File: config.mk
export PLATFORM = sky130hd
export DESIGN_NAME = rr_mux_arbiter
export DESIGN_NICKNAME = d
export VERILOG_FILES = /design/src/rtl/rr_mux_arbiter.sv
export SDC_FILE = /design/constraint.sdc
export NUM_CORES = 1
export LEC_CHECK = 0
export CAP_MARGIN = 0
export CELL_PAD_IN_SITES_DETAIL_PLACEMENT = 1
export CELL_PAD_IN_SITES_GLOBAL_PLACEMENT = 1
export CORE_MARGIN = 1.5
export CORE_UTILIZATION = 27
export DETAILED_ROUTE_END_ITERATION = 16
export GPL_ROUTABILITY_DRIVEN = 0
export PLACE_DENSITY = 0.84
export SETUP_SLACK_MARGIN = 0.15
export SLEW_MARGIN = 10
export SYNTH_ARGS = -nofsm -noshare
export SYNTH_HDL_FRONTEND = slang
export SYNTH_SLANG_ARGS = --single-unit
File: constraint.sdc
create_clock -name clk -period 1.45 [get_ports clk]
set_clock_uncertainty 0.15 [all_clocks]
set_input_delay 0.29 -clock clk [delete_from_list [all_inputs] [get_ports clk]]
set_output_delay 0.29 -clock clk [all_outputs]
set_load 0.01 [all_outputs]
File: src/rtl/rr_mux_arbiter.sv
// Round-robin arbiter sharing one WIDTH-bit 2:1 mux between requesters A and B,
// feeding a single-entry registered output stage with per-source transfer counters.
module rr_mux_arbiter #(
    parameter int WIDTH = 32,
    parameter int CNT_W = 16
) (
    input  logic             clk,
    input  logic             rst_n,
    input  logic             a_valid,
    input  logic [WIDTH-1:0] a_data,
    output logic             a_ready,
    input  logic             b_valid,
    input  logic [WIDTH-1:0] b_data,
    output logic             b_ready,
    output logic             sel,
    output logic             out_valid,
    output logic [WIDTH-1:0] out_data,
    output logic             out_src,
    input  logic             out_ready,
    output logic [CNT_W-1:0] cnt_a,
    output logic [CNT_W-1:0] cnt_b
);

    // Handshake: a word moves across any valid/ready pair on a rising edge where
    // both are high; senders hold valid and data stable until that edge.
    typedef enum logic {
        EMPTY = 1'b0,
        FULL  = 1'b1
    } state_t;

    state_t           state;
    logic             last;
    logic             load;
    logic             grant;
    logic             accept;
    logic [WIDTH-1:0] mux_data;

    // The stage state is the output valid, so the FSM is visible on out_valid.
    assign out_valid = (state == FULL);

    // The stage can take a word when empty, or when its current word leaves this cycle.
    assign load = !out_valid || out_ready;

    // Ties and idle cycles point at the source that did not win last.
    always_comb begin
        grant = ~last;
        if (a_valid && !b_valid) begin
            grant = 1'b0;
        end else if (b_valid && !a_valid) begin
            grant = 1'b1;
        end
    end

    assign sel      = grant;
    assign a_ready  = load && a_valid && !grant;
    assign b_ready  = load && b_valid && grant;
    assign accept   = a_ready || b_ready;
    assign mux_data = sel ? b_data : a_data;

    always_ff @(posedge clk or negedge rst_n) begin
        if (!rst_n) begin
            state    <= EMPTY;
            out_data <= '0;
            out_src  <= 1'b0;
            last     <= 1'b1;
            cnt_a    <= '0;
            cnt_b    <= '0;
        end else begin
            case (state)
                EMPTY: begin
                    if (accept) begin
                        state <= FULL;
                    end
                end
                FULL: begin
                    // accept in FULL implies out_ready, so the old word is popped as the new one lands
                    if (!accept && out_ready) begin
                        state <= EMPTY;
                    end
                end
                default: state <= EMPTY;
            endcase

            if (accept) begin
                out_data <= mux_data;
                out_src  <= grant;
                last     <= grant;
                if (grant) begin
                    cnt_b <= cnt_b + CNT_W'(1);
                end else begin
                    cnt_a <= cnt_a + CNT_W'(1);
                end
            end
        end
    end

endmodule

==> run_results.csv, run 1 <==
group,metric,value,unit
status,status,"complete, but fails checks",
status,violations,"setup timing",
floorplanning,rows,38,
timing,hold_viol,0,
finish,most-common-layout-cells,"buf_4, clkdlybuf4s50_1, dfrtp_1, a21oi_1, buf_6",
finish,layout_commonest_cell,"buf_4",
floorplanning,io_pins,138,
hold_path,worstHoldStart,"b_data[12]",
synthesis,synthSimpleGateAreaFrac,19.7,%
power_and_ir_drop,comb_power_share,40.2,%
synthesis,synthMuxAreaShare,0.733,%
worst_setup_path,timing.critical_path.from,"last",
placement,placed_area,4900,µm²
drt,vias_per_cell,4.76,
timing,setup_tns,-12.09,ns
drt,routed_wl,13.6,mm
finish,area_growth,102,%
cts,cts_tree,"built",
power_and_ir_drop,p_leak,0.00295,µW
worst_setup_path,cp.arrival,1.83,ns
power_and_ir_drop,p_sw_share,32.1,%
synthesis,syn-cell-area,3070,µm²
placement,post-place-ws,-0.781,ns
worst_setup_path,r2r-start,"last",
power_and_ir_drop,p_per_area,1280,nW/µm²
timing,timing.hold.ws,0.357,ns
synthesis,yosysSeqAreaShare,54.6,%
synthesis,ys_ff_latch,67,
power_and_ir_drop,p_sw,2550,µW
floorplanning,fp.dieW,110,µm
cts,cts_max_level,3,
cts,clockRootBuffer,"clkbuf_16",
synthesis,synth_cells,314,
timing,tightest_slew,0.374,ns
drt,drc,0,
synthesis,ys_warn_count,0,
cts,clk_latency,0.33,ns
worst_setup_path,timing.critical_path.to_type,"register",
cts,clkTransAtPathRegs,0.06,ns
global_route,use_met2,36.3,%
global_route,busiest_layer,"met2",
global_route,overflow,0,
drt,ant_nets,0,
timing,min_period,1.77,ns
timing,finalCritPeriodShare,122,%
worst_setup_path,crit_path_start_kind,"register",
global_route,grt_use_total,20.1,%
job,drv_cap,0,
worst_setup_path,crit_fanout,5,
timing,fmax,567,MHz
finish,layout.area.seq,1680,µm²
global_route,grt_pass1_vias,3471,
synthesis,synth_fp_nets,385,
hold_path,hold_path_class,"input pin to register",
synthesis,synth_top_family_by_area,"simple AND/OR/NAND/NOR gates",
cts,cts_buffers,9,
global_route,grt_pass1_wl,18.2,mm
floorplanning,fp.dieH,110,µm
power_and_ir_drop,p_clk_share,27.6,%
timing,rsz0062_at_grt,"true",
placement,placed_cells,613,
drt,wl_per_cell,19.2,µm
timing,relSlewSlack,74.9,%
power_and_ir_drop,vdd_drop_max,0.636,mV
global_route,grt_max_degree,68,
finish,num_antenna_cells,0,
worst_setup_path,crit_type,"register to register",
finish,multi_input_area,1620,µm²
synthesis,synthDistinctLibCells,33,
drt,vias,3382,
timing,setup_viol,71,
drt,drtIter0Drc,83,
floorplanning,start_util,28.0,%
floorplanning,core_area,11000,µm²
worst_setup_path,worstPathRequired,1.51,ns
synthesis,synth_compound_area_share,12.1,%
finish,num-nets-final,637,
synthesis,synth_edf_count,0,
placement,dp_hpwl,7.18,mm
finish,final_cell_count_no_fill,711,
timing,slew_violations,0,
floorplanning,die_area,12000,µm²
finish,drive_above_1_share,48.2,%
finish,finish.instance_area,6220,µm²
synthesis,synth_ff_type,"dfrtp_1",
power_and_ir_drop,internal_power,5400,µW
global_route,antenna_found_initial,0,
finish,fill_cells,1203,
global_route,grt_util_met1,23.8,%
synthesis,synthArstFlopShare,100,%
power_and_ir_drop,pwr-share-seq,32.2,%
global_route,use_met3,4.21,%
synthesis,syn-mean-instance-area,9.78,µm²
cts,cts_buffer_depth,2,
synthesis,synth_fa_ha_area_share,0.815,%
placement,place.port_buffers,137,
cts,clock-sinks,67,
synthesis,synthXorXnorAreaFrac,8.55,%
timing,timing.final.ws_setup,-0.315,ns
drt,dr.pass1.iters,4,
-- what timing repair did --
item | 4_1_cts | 5_1_grt
hold buffers | 1 | 0
cloned | 4 | 7
resized for setup | 355 | 53
hold endpoints to repair | 66 | 0
setup buffers | 39 | 31
setup endpoints to repair | 135 | 127
pin swaps | 41 | 18
-- per-layer routing --
layer	wire (µm)	vias up
met4	195	0
li1	-	1572
met1	5620	1694
met2	7240	100
met5	0	-
met3	596	16
-- final timing paths --
path | endpoint | slack, ns | depth (start not counted)
worst max-delay path | cnt_b[6] | -0.32 | 7
worst min-delay path | out_data[12] | 0.36 | 3
worst max register to register | cnt_b[6] | -0.32 | 7
worst min register to register | out_data[27] | 0.37 | 2
max in group asynchronous | last | 0.43 | 3
min in group asynchronous | cnt_a[4] | 0.38 | 3
-- logic make-up (layout without fill, tap and decap cells) --
logic type,count (synthesis),in the layout
multiplexers,2,2
buffers and inverters,19,276
flip-flops,67,67
XOR/XNOR,30,30
AND/OR/NAND/NOR,125,125
adder cells (fa/ha/maj),2,2
AO/OA/AOI/OAI,69,69
-- metrics by stage --
step                utilization, %  total power, µW
floorplan                        -             3430
global placement              44.6             4790
detailed placement            44.6             4930
CTS                           50.9             7460
global route                  56.6             8330
finish                        56.6             7950
-- layout make-up --
type	instances	share of cell area (%)
clock buffers	12	3.96
clock inverters	4	0.805
inverters	5	0.342
multi-input cells	228	26.0
flip-flops and latches	67	27.1
well taps	140	2.82
repair buffers	255	39.0
-- power groups by stage --
stage          logic [µW]  registers [µW]  clock network (µW)
3_3_place_gp         2290            2500                   0
5_1_grt              3410            2600                2330
4_1_cts              2700            2530                2240
2_1_floorplan         701            2730                   0
3_5_place_dp         2390            2540                   0
6_report             3200            2560                2200
-- flip-flops by register name (all words and copies together) (netlist names) --
name       flops
out_data      32
last           1
out_valid      1
out_src        1
cnt_a         16
cnt_b         16
-- critical path: stages, from the launching register on --
cell and delay, ns:
dfstp_2 0.38, a21bo_4 0.22, buf_6 0.12, buf_8 0.12, nor3_4 0.24, buf_6 0.17
nand4_1 0.12, xnor2_1 0.15
-- Yosys cell counts, types with 3 or more instances --
master / count / share of area (%)
a21oi_1: 64 / 10
and3_1: 3 / 0.61
buf_2: 7 / 1.1
buf_6: 3 / 1.1
clkbuf_1: 3 / 0.37
dfrtp_1: 66 / 54
inv_1: 4 / 0.49
nand2_1: 48 / 5.9
nand3_1: 7 / 1.1
nand4_1: 9 / 1.8
nor2_1: 41 / 5.0
nor3_1: 3 / 0.49
xnor2_1: 19 / 5.4
xor2_1: 11 / 3.1
Note: power is estimated with default switching activity, not from simulation.
==> run 2, diff against run 1 <==
--- a/config.mk
+++ b/config.mk
@@ -6,7 +6,7 @@
 export NUM_CORES = 1
 export LEC_CHECK = 0
 export CAP_MARGIN = 0
-export CELL_PAD_IN_SITES_DETAIL_PLACEMENT = 1
+export CELL_PAD_IN_SITES_DETAIL_PLACEMENT = 0
 export CELL_PAD_IN_SITES_GLOBAL_PLACEMENT = 1
 export CORE_MARGIN = 1.5
 export CORE_UTILIZATION = 27
==> run 2 against run 1 <==
  * The run still ends with setup timing left
  * Fmax up 0.95%
  * Worst hold slack worse by 0.014 ns
  * Combinational power down 15%
  * Largest power group unchanged
  * Critical endpoint is now sel
  * Critical path depth down 3
  * Total power down 5.7%
==> run_results.csv, run 2 (synthesized netlist as in run 1, its figures left out) <==
group,metric,value,unit
worst_setup_path,crit_fanout,3,
worst_setup_path,timing.critical_path.to_type,"output pin",
drt,wl_per_cell,14.4,µm
status,violations,"setup timing",
global_route,antenna_found_initial,0,
global_route,grt_pass1_vias,3111,
status,status,"complete, but fails checks",
power_and_ir_drop,p_per_area,1300,nW/µm²
global_route,overflow,0,
timing,timing.final.ws_setup,-0.299,ns
finish,most-common-layout-cells,"a21oi_1, clkdlybuf4s50_1, dfrtp_1, buf_4, buf_6",
placement,dp_hpwl,6.17,mm
worst_setup_path,crit_path_start_kind,"register",
timing,setup_viol,65,
timing,finalCritPeriodShare,121,%
timing,relSlewSlack,75.6,%
drt,drc,0,
worst_setup_path,rrSetupSlack,-0.25,ns
drt,vias,3129,
cts,clock-sinks,67,
placement,place.port_buffers,137,
drt,routed.top_layer,"met4",
finish,reg_top3,"out_data (32), cnt_a (16), cnt_b (16)",
drt,dr.pass1.iters,4,
hold_path,hold_end,"out_src",
cts,clk_latency,0.32,ns
job,drv_cap,0,
floorplanning,io_pins,138,
timing,tightest_slew,0.363,ns
worst_setup_path,critPathMaxStageDelay,0.55,ns
placement,placed_area,4900,µm²
power_and_ir_drop,vdd_drop_max,0.614,mV
drt,met3_wirelength,672,µm
cts,cts_buffers,9,
finish,num_antenna_cells,0,
drt,drtIter0Drc,105,
timing,slew_violations,0,
floorplanning,core_area,11000,µm²
timing,fmax,572,MHz
floorplanning,die_area,12000,µm²
worst_setup_path,worstPathRequired,1.01,ns
finish,largest_reg_flops,32,
worst_setup_path,reg2reg_depth,6,
worst_setup_path,cpMaxStageDelayCell,"dfstp_2",
worst_setup_path,crit_chain,"a21bo_4, o21a_4, inv_4, buf_6",
drt,routed_wl,9.93,mm
power_and_ir_drop,fin_total_pwr,7490,µW
cts,clockRootBuffer,"clkbuf_16",
finish,finish.instance_area,5780,µm²
drt,met2_length,4.96,mm
finish,top_register,"out_data",
hold_path,hold_path_class,"register to register",
floorplanning,fp.dieW,110,µm
cts,cts_max_level,3,
drt,wl_met1,4.16,mm
finish,num-nets-final,613,
drt,vias_per_cell,4.55,
timing,timing.hold.ws,0.343,ns
timing,rsz0062_at_grt,"true",
worst_setup_path,crit_type,"register to output pin",
global_route,grt_pass1_wl,15.3,mm
timing,min_period,1.75,ns
hold_path,holdPathStages,1,
hold_path,worstHoldStart,"out_src",
floorplanning,fp.dieH,110,µm
cts,cts_tree,"built",
timing,hold_viol,0,
drt,ant_nets,0,
power_and_ir_drop,p_leak,0.00277,µW
worst_setup_path,cp.arrival,1.31,ns
global_route,grt_max_degree,68,
worst_setup_path,r2r-start,"last",
floorplanning,start_util,28.0,%
floorplanning,rows,38,
cts,cts_buffer_depth,2,
worst_setup_path,reg2reg_to,"cnt_b[6]",
global_route,grt_use_total,16.6,%
finish,area_growth,88.1,%
cts,clkTransAtPathRegs,0.06,ns
finish,drive_above_1_share,41.5,%
## run 2: metal layers
layer	global-route usage (%)	up-vias
li1	-	1517
met1	20.2	1503
met2	28.8	97
met3	3.97	12
met4	5.57	0
met5	0	-
## run 2: where the power goes
| group | internal (µW) | total [µW] | switching [µW] | leakage [µW] |
|---|---|---|---|---|
| logic | 1550 | 2730 | 1180 | 0.00182 |
| clock network | 1470 | 2250 | 777 | 0.000148 |
| registers | 2240 | 2520 | 281 | 0.000805 |
## run 2: worst max-delay path by stage
stage	start	to	slack, ns
6_report	last	sel	-0.30
5_1_grt	last	sel	-0.34
4_1_cts	last	sel	-0.31
3_5_place_dp	b_valid	sel	-0.79
3_3_place_gp	b_valid	sel	-0.80
2_1_floorplan	last	sel	-0.07
## run 2: stage by stage
| stage | cells | setup WS, ns | setup TNS [ns] | utilization [%] |
|---|---|---|---|---|
| 2_1_floorplan | 314 | -0.0725 | -2.08 | - |
| 3_3_place_gp | 613 | -0.800 | -35.81 | 44.6 |
| 3_5_place_dp | 613 | -0.788 | -36.76 | 44.6 |
| 4_1_cts | 664 | -0.308 | -12.57 | 49.6 |
| 5_1_grt | 687 | -0.335 | -14.73 | 52.6 |
| 6_report | 687 | -0.299 | -9.80 | 52.6 |
## run 2: area by class of cell
type | count | area [µm²]
well taps | 140 | 175
flip-flops and latches | 67 | 1680
clock inverters | 3 | 45.0
repair buffers | 231 | 2050
clock buffers | 13 | 270
inverters | 5 | 21.3
multi-input cells | 228 | 1530
fillers | 1019 | 5200
## run 2: critical path, delay by kind of cell (launching register included)
family	cells	cell delay [ns]
AOI/OAI and AO/OA	2	0.29
buffers and inverters	2	0.14
DFF	1	0.55
## run 2: timing repair
action,in CTS,in global routing
gates resized for setup,341,30
endpoints found under the setup margin,135,129
hold buffers,1,0
hold endpoints to repair,66,0
cloned,2,0
pin swaps,37,13
setup buffers,32,23
